`config.mk`:
```
export PLATFORM = sky130hd
export DESIGN_NAME = lif_neuron_array
export DESIGN_NICKNAME = d
export VERILOG_FILES = /design/src/rtl/lif_pkg.sv /design/src/rtl/lif_core.sv /design/src/rtl/lif_neuron_array.sv
export SDC_FILE = /design/constraint.sdc
export NUM_CORES = 1
export LEC_CHECK = 0
export BUFFER_PORTS_ARGS = -buffer_cell sky130_fd_sc_hd__buf_4
export CAP_MARGIN = 20
export CORE_MARGIN = 4
export CORE_UTILIZATION = 58
export CTS_BUF_LIST = sky130_fd_sc_hd__clkbuf_4
export DETAILED_ROUTE_END_ITERATION = 6
export PLACE_DENSITY = 0.86
export SETUP_SLACK_MARGIN = 0.3
export SYNTH_ARGS = -nofsm -noshare
export SYNTH_HDL_FRONTEND = slang
export SYNTH_SLANG_ARGS = --single-unit
```
`constraint.sdc`:
```
create_clock -name clk -period 8.2 [get_ports clk]
set_input_delay 0.41 -clock clk [delete_from_list [all_inputs] [get_ports clk]]
set_output_delay 0.41 -clock clk [all_outputs]
set_load 0.03 [all_outputs]
```
`src/rtl/lif_pkg.sv`:
```
// Shared types and constants for the LIF neuron array: FSM states, default threshold, leak field width.
`default_nettype none

package lif_pkg;

    typedef enum logic [1:0] {
        IDLE   = 2'd0,
        UPDATE = 2'd1,
        DONE   = 2'd2
    } lif_state_e;

    localparam int unsigned THR_DEFAULT = 32'h0000_00E6;
    localparam int          LEAK_W      = 3;

endpackage

`default_nettype wire

```
`src/rtl/lif_core.sv`:
```
// Combinational single-channel LIF update: leak, saturating integrate, threshold, reset mode, refractory.
`default_nettype none

module lif_core
    import lif_pkg::*;
#(
    parameter int WIDTH = 8,
    parameter int RW    = 3
) (
    input  logic [WIDTH-1:0]  u_i,
    input  logic [WIDTH-1:0]  cur_i,
    input  logic [RW-1:0]     r_i,
    input  logic [WIDTH-1:0]  thr_i,
    input  logic [LEAK_W-1:0] leak_i,
    input  logic              sub_i,
    input  logic [RW-1:0]     refrac_i,
    output logic [WIDTH-1:0]  u_o,
    output logic [RW-1:0]     r_o,
    output logic              spike_o
);

    logic [WIDTH-1:0] decay;
    logic [WIDTH-1:0] cur_eff;
    logic [WIDTH:0]   sum;
    logic [WIDTH-1:0] sat;
    logic             refractory;

    assign refractory = (r_i != '0);

    // A zero shift would otherwise subtract the whole potential.
    assign decay   = (leak_i == '0) ? u_i : (u_i - (u_i >> leak_i));
    assign cur_eff = refractory ? '0 : cur_i;
    assign sum     = {1'b0, decay} + {1'b0, cur_eff};
    assign sat     = sum[WIDTH] ? {WIDTH{1'b1}} : sum[WIDTH-1:0];

    assign spike_o = !refractory && (sat >= thr_i);

    always_comb begin
        u_o = sat;
        r_o = '0;
        if (refractory) begin
            r_o = r_i - RW'(1);
        end else if (spike_o) begin
            u_o = sub_i ? (sat - thr_i) : '0;
            r_o = refrac_i;
        end
    end

endmodule

`default_nettype wire

```
`src/rtl/lif_neuron_array.sv`:
```
// Array of N_CH leaky integrate-and-fire neurons sharing one time-multiplexed lif_core,
// one channel per cycle per time step.
`default_nettype none

module lif_neuron_array
    import lif_pkg::*;
#(
    parameter int          WIDTH   = 8,
    parameter int          N_CH    = 4,
    parameter int          RW      = 3,
    parameter int unsigned THR_RST = THR_DEFAULT
) (
    input  logic                    clk,
    input  logic                    rst_n,
    input  logic                    step_valid,
    output logic                    step_ready,
    input  logic [N_CH*WIDTH-1:0]   current,
    input  logic                    cfg_we,
    input  logic [WIDTH-1:0]        cfg_thr,
    input  logic [LEAK_W-1:0]       cfg_leak,
    input  logic                    cfg_sub,
    input  logic [RW-1:0]           cfg_refrac,
    output logic                    out_valid,
    output logic [N_CH-1:0]         spike,
    output logic [N_CH*WIDTH-1:0]   state
);

    localparam int             IW       = (N_CH > 1) ? $clog2(N_CH) : 1;
    localparam logic [IW-1:0]  LAST_IDX = IW'(N_CH - 1);

    lif_state_e                   fsm_q;
    logic [IW-1:0]                idx_q;
    logic                         out_valid_q;

    logic [N_CH-1:0][WIDTH-1:0]   cur_q;
    logic [N_CH-1:0][WIDTH-1:0]   u_q;
    logic [N_CH-1:0][RW-1:0]      r_q;
    logic [N_CH-1:0]              spike_q;

    logic [WIDTH-1:0]             thr_q;
    logic [LEAK_W-1:0]            leak_q;
    logic                         sub_q;
    logic [RW-1:0]                refrac_q;

    logic [WIDTH-1:0]             u_d;
    logic [RW-1:0]                r_d;
    logic                         spike_d;
    logic                         idle;
    logic                         accept;

    assign idle       = (fsm_q == IDLE);
    assign accept     = idle && step_valid;
    assign step_ready = idle;
    assign out_valid  = out_valid_q;
    assign spike      = spike_q;
    assign state      = u_q;

    lif_core #(
        .WIDTH (WIDTH),
        .RW    (RW)
    ) u_core (
        .u_i      (u_q[idx_q]),
        .cur_i    (cur_q[idx_q]),
        .r_i      (r_q[idx_q]),
        .thr_i    (thr_q),
        .leak_i   (leak_q),
        .sub_i    (sub_q),
        .refrac_i (refrac_q),
        .u_o      (u_d),
        .r_o      (r_d),
        .spike_o  (spike_d)
    );

    // out_valid is registered off DONE, so the pulse lands N_CH+1 cycles after accept.
    always_ff @(posedge clk or negedge rst_n) begin
        if (!rst_n) begin
            fsm_q       <= IDLE;
            idx_q       <= '0;
            out_valid_q <= 1'b0;
        end else begin
            out_valid_q <= 1'b0;
            case (fsm_q)
                IDLE: begin
                    if (step_valid) begin
                        fsm_q <= UPDATE;
                        idx_q <= '0;
                    end
                end
                UPDATE: begin
                    if (idx_q == LAST_IDX) begin
                        fsm_q <= DONE;
                        idx_q <= '0;
                    end else begin
                        idx_q <= idx_q + IW'(1);
                    end
                end
                DONE: begin
                    fsm_q       <= IDLE;
                    out_valid_q <= 1'b1;
                end
                default: begin
                    fsm_q <= IDLE;
                    idx_q <= '0;
                end
            endcase
        end
    end

    always_ff @(posedge clk or negedge rst_n) begin
        if (!rst_n) begin
            thr_q    <= WIDTH'(THR_RST);
            leak_q   <= '0;
            sub_q    <= 1'b0;
            refrac_q <= '0;
        end else if (cfg_we && idle) begin
            thr_q    <= cfg_thr;
            leak_q   <= cfg_leak;
            sub_q    <= cfg_sub;
            refrac_q <= cfg_refrac;
        end
    end

    always_ff @(posedge clk or negedge rst_n) begin
        if (!rst_n) begin
            cur_q   <= '0;
            u_q     <= '0;
            r_q     <= '0;
            spike_q <= '0;
        end else if (accept) begin
            cur_q   <= current;
            spike_q <= '0;
        end else if (fsm_q == UPDATE) begin
            u_q[idx_q]     <= u_d;
            r_q[idx_q]     <= r_d;
            spike_q[idx_q] <= spike_d;
        end
    end

endmodule

`default_nettype wire

```
; ---- Word-level counts from Yosys, hierarchy flattened
; Cells that the tools add are included.
; Widths: inputs -> output; s select.
[word_totals]
output_inout_bits = 38
inputBits = 51
ff_bits = 100
word_cells = 80
[classes]
n_reduce_logical = 12
shifts = 1
addsub = 5
n_eq_ne = 5
order_cmp = 3
bitwise_logic = 2
muxes = 32
[op_table]
columns = op, count
row1 = $mux 8, 9
row2 = $bmux 8 s2, 2
row3 = $bwmux 32, 1
row4 = $demux 8 s2, 1
row5 = $sub 8x8->8, 2
row6 = $bwmux 12, 1
row7 = $mux 3, 4
row8 = $add 8x8->9, 1
row9 = $ge 8x8->1, 1
row10 = $mux 2, 4
row11 = $mux 4, 2
row12 = $shr 8x3->8, 1
row13 = $bmux 3 s2, 1
row14 = $demux 3 s2, 1
row15 = $pmux 2 s3, 1
row16 = $reduce_and 2->1, 3
row17 = $bwmux 4, 1
row18 = $eq 2x2->1 const B, 2
row19 = $logic_and 1x1->1, 4
row20 = $ne 2x2->1 const B, 2
row21 = $pmux 2 s2, 1
row22 = $logic_not 3->1, 1
row23 = $lt 2x3->1 const B, 1
row24 = $reduce_bool 3->1, 1
row25 = other kinds (10), 12

; ---- Depth between registers and ports, before layout
[logic_depth]
ltp_word = 12
mapped_depth = 29
mapped_depth_nobuf = 27

; ---- Cells and area by module
; Synthesis repeated with hierarchy kept, for this count alone.
[hier_totals]
cells_unflattened = 505
area_unflattened_um2 = 6189.7
[modules_own_cells]
columns = mod, instances, area_per_inst_um2, cells_per_inst, seq_area_each_um2
row1 = lif_neuron_array, 1, 4499.3, 262, 2508.7
row2 = lif_core, 1, 1690.4, 243, 0.0

; ---- Worst setup path before layout
; No wires, ideal clock.
[synth_timing]
path_kind = flip-flop to flip-flop
startpoint = register idx_q[0]
endpoint = register u_q (netlist bit state[16])
period_less_slack_ps = 5906
t_required_ps = 8117
stages_incl_launch_ff = 25
n_path_buf = 2
arrival_ps = 5823
setup_ps = 83
path_slack_ps = 2294
cell_sequence = dfrtp_1 > buf_6 > mux4_2 > mux4_2 > mux2i_1 > ha_1 > a21o_1 > a21o_1 > a311oi_1 > xor2_1 > o21ai_0 > ha_1 > buf_6 > nand3_1 > o211ai_2 > a31oi_2 > nor2b_1 > ha_1 > fa_1 > nand2b_1 > a21oi_1 > o21ai_1 > nand2_1 > mux2_2 > o21ai_0
[synth_via]
elab_chain_len = 12
word_cells_on_any_way = 26
cone_classes = 3 x add/sub / 3 x order compare / 1 x shift / 15 x mux / 4 x reduce/logical
[synth_rtl]
columns = element, line_no
row1 = from (decl), lif_neuron_array.sv:32  ; logic [IW-1:0] idx_q;
row2 = from (signal assigned), lif_neuron_array.sv:94  ; idx_q <= idx_q + IW'(1);
row3 = $bmux 8 s2, lif_neuron_array.sv:62  ; .u_i (u_q[idx_q]),
row4 = $mux 8 (not written as such), lif_neuron_array.sv:62
row5 = $shr 8x3->8, lif_core.sv:31  ; assign decay = (leak_i == '0) ? u_i : (u_i - (u_i >> leak_i));
row6 = $sub 8x8->8, lif_core.sv:31
row7 = $mux 8, lif_core.sv:31
row8 = $add 8x8->9, lif_core.sv:33  ; assign sum = {1'b0, decay} + {1'b0, cur_eff};
row9 = $mux 8, lif_core.sv:34  ; assign sat = sum[WIDTH] ? {WIDTH{1'b1}} : sum[WIDTH-1:0];
row10 = $sub 8x8->8 / $ge 8x8->1 (equally long branches), "lif_core.sv:44, lif_core.sv:36"
row11 = $mux 8 / $logic_and 1x1->1 (equally long branches), "lif_core.sv:44, lif_core.sv:36"
row12 = $mux 8, lif_core.sv:43  ; end else if (spike_o) begin
row13 = $mux 8, lif_core.sv:41  ; if (refractory) begin
row14 = $bwmux 32 (*), lif_neuron_array.sv:133  ; u_q[idx_q] <= u_d;
row15 = "to (signal, indexed assignment)", lif_neuron_array.sv:133
row16 = to (decl), lif_neuron_array.sv:36  ; logic [N_CH-1:0][WIDTH-1:0] u_q;
; Every way passes the cells marked *; elsewhere a longest branch is shown, timed or not. The select of a mux whose other input is x is not followed.
; A chain may end at the register's enable or synchronous reset.

; ---- Final worst setup path
[layout_timing]
startpoint = register idx_q[0]
endpoint = register u_q (netlist bit state[30])
; The elaborated chain is that of the path after synthesis.

==> flow_summary.ini <==
[die]
dieArea_um2 = 11400
die_y_um = 107
num_rows = 35
num_io_pins = 89
start_util_pct = 60.4
die_w_um = 107
core_area_um2 = 9370

[critical_path]
cpLargestDelayFamily = compound AO/OA/AOI/OAI gates
crit_start = idx_q[0]
critPathMaxStageDelay_ns = 0.71
cp_num_cells = 22
path_cells = mux4_1, mux4_2, mux2i_1, ha_1, a21o_1, a21o_1, a311oi_1, xor2_1, o21ai_0, ha_1, nand3_1, o211ai_2, a31oi_2, nor2b_1, ha_1, fa_1, nand2b_1, a21oi_1, o21ai_1, and2_0, a32oi_1, o21ai_0
ff2ff_setup_slack_ns = 1.23
reg2reg_depth = 22
crit_path_end_kind = register
cp_max_fo = 10
cp.required_ns = 8.52
start_kind = register
crit_arrival_ns = 7.29
crit_slowest_cell = dfrtp_1
r2r_start = idx_q[0]
cpMostUsedCell = ha_1
r2r_end = state[30]
path_buf_inv = 0
endpoint = state[30]
path_class = reg -> reg

[sta]
period_share_pct = 85.0
fin_setup_tns_ns = 0
setup_viol = 0
tightest_slew_ns = 1.04
max_freq_mhz = 144
whs_ns = 0.139
rsz0062_at_grt = no
drv_slew = 0
skew_ns = 0.0186
fin_crit_ns = 6.97
hold_violations = 0
max_slew_margin_pct = 31.0
fin_ws_ns = 1.23

[synthesis]
synthArstFlopShare_pct = 100
ys_top_cells_by_area = dfrtp_1 42%, mux2_2 8.2%, ha_1 6.4%
synth_edf_count = 0
ys_warn_count = 0
syn_inst = 538
netlist_top_cells_count = 95 x dfrtp_1, 74 x nand2_1, 70 x o21ai_0
yosysTopAreaCell = dfrtp_1
ys_ff_latch = 100
avgSynthCellArea_um2 = 10.5
synthFlopType = dfrtp_1
synth_fp_nets = 621
synth_cell_types = 49
yosysMostFrequentCell = dfrtp_1
yosys.area.top_type_share_pct = 42.0
ys_seq_area_share_pct = 44.3
synth_area_um2 = 5660

[global_routing]
track_usage_pct = 25.2
grt_pass1_wl_mm = 22.5
grt_max_degree = 59
grt-ovfl-total = 0
antenna_found_initial = 0
grt_pass1_vias = 4489

[detailed_routing]
drt-pass1-iter-count = 5
ant_nets = 0
wl_mm = 13.6
drc = 0
vias = 4461
wl_per_cell_um = 18.1
viasPerCell = 5.93
drt-initial-drc-count = 294

[cts]
cts.sinks = 100
insertion_delay_ns = 0.46
postCtsResizedCells = 0
numCtsBuffers = 9
root_buffer = clkbuf_4
cts_tree = done
clk_path_buf_depth = 2
htree_levels = 3
path_clk_slew_ns = 0.16

[flow_run]
maxCapViolations = 0

[layout]
drive_above_1_share_pct = 27.3
diodes = 0
nets = 701
area_growth_pct = 16.1
final_cells = 752

[placement]
portBuffers = 88
gp_congestion = 0.898
dp_hpwl_mm = 10.3
post-place-cells = 735
dp_worst_setup_slack_ns = 1.36

[hold_path]
hp-class = in -> reg

[run_status]
status = complete, no violations
## cell usage in the layout (no fill, tap or decap), types with 4 or more instances in the layout
| master | n |
|---|---|
| a211oi_1 | 8 |
| a21oi_1 | 29 |
| a31oi_1 | 7 |
| and2_1 | 11 |
| buf_4 | 93 |
| clkbuf_4 | 9 |
| dfrtp_1 | 95 |
| dfstp_2 | 5 |
| ha_1 | 29 |
| inv_1 | 25 |
| mux2_2 | 41 |
| mux2i_1 | 6 |
| mux4_1 | 9 |
| mux4_2 | 11 |
| nand2_1 | 74 |
| nand2b_1 | 7 |
| nand3_1 | 7 |
| nor2_1 | 22 |
| nor3_1 | 8 |
| o21ai_0 | 70 |
| or3_1 | 4 |
| xnor2_1 | 5 |
## what timing repair did
action | 4_1_cts | 5_1_grt
setup buffers | 0 | 0
hold buffers | 1 | 0
endpoints found under the hold margin | 42 | 0
## per-layer routing
layer	routed length, um	vias up	GRT usage [%]
met1	5670	2158	33.6
met3	941	21	4.82
met2	6780	185	42.8
met5	0	-	0
met4	233	0	6.21
li1	-	2097	-
## layout make-up
| class | count | area (um^2) |
|---|---|---|
| clock buffers | 9 | 67.6 |
| repair buffers | 94 | 708 |
| multi-input cells | 386 | 2930 |
| clock inverters | 7 | 91.3 |
| well taps | 129 | 161 |
| inverters | 27 | 101 |
| fillers | 718 | 2800 |
| flip-flops and latches | 100 | 2510 |
## worst min path at each step
stage,start,to,slack (ns),cells past startpoint
after floorplan,rst_n,cur_q[0],0.11,0
after global placement,rst_n,r_q[7],0.42,1
after detailed placement,rst_n,refrac_q[2],0.42,1
after CTS,cfg_leak[2],leak_q[2],0.11,3
after global routing,cfg_leak[0],leak_q[0],0.11,3
final,cfg_leak[0],leak_q[0],0.14,3
## tightest hold or removal path, stage by stage
cell	delay [ns]
buf_4	0.07
nand2_1	0.04
o21ai_0	0.06
## sequential cells by signal, summed over array words and instances (netlist names)
name       cells
refrac_q       3
idx_q          2
state         32
spike          4
sub_q          1
fsm_q          2
r_q           12
cur_q         32
out_valid      1
thr_q          8
leak_q         3
## through the flow
step | utilization (%) | area, um^2
after floorplan | - | 5660
after global routing | 70.1 | 6570
after global placement | 68.3 | 6400
final | 70.1 | 6570
after CTS | 70.1 | 6570
after detailed placement | 68.3 | 6400
## logic make-up after synthesis
family          share of synthesized area (%)
xor+xnor                                 1.08
flops                                    44.3
compound gates                           14.4
fa+ha+maj                                7.47
mux                                      17.8
simple gates                             11.1
buf+inv                                  3.83
Power is not shown: default switching activity piles up to over one toggle a cycle in this logic, so the estimate is an artifact.
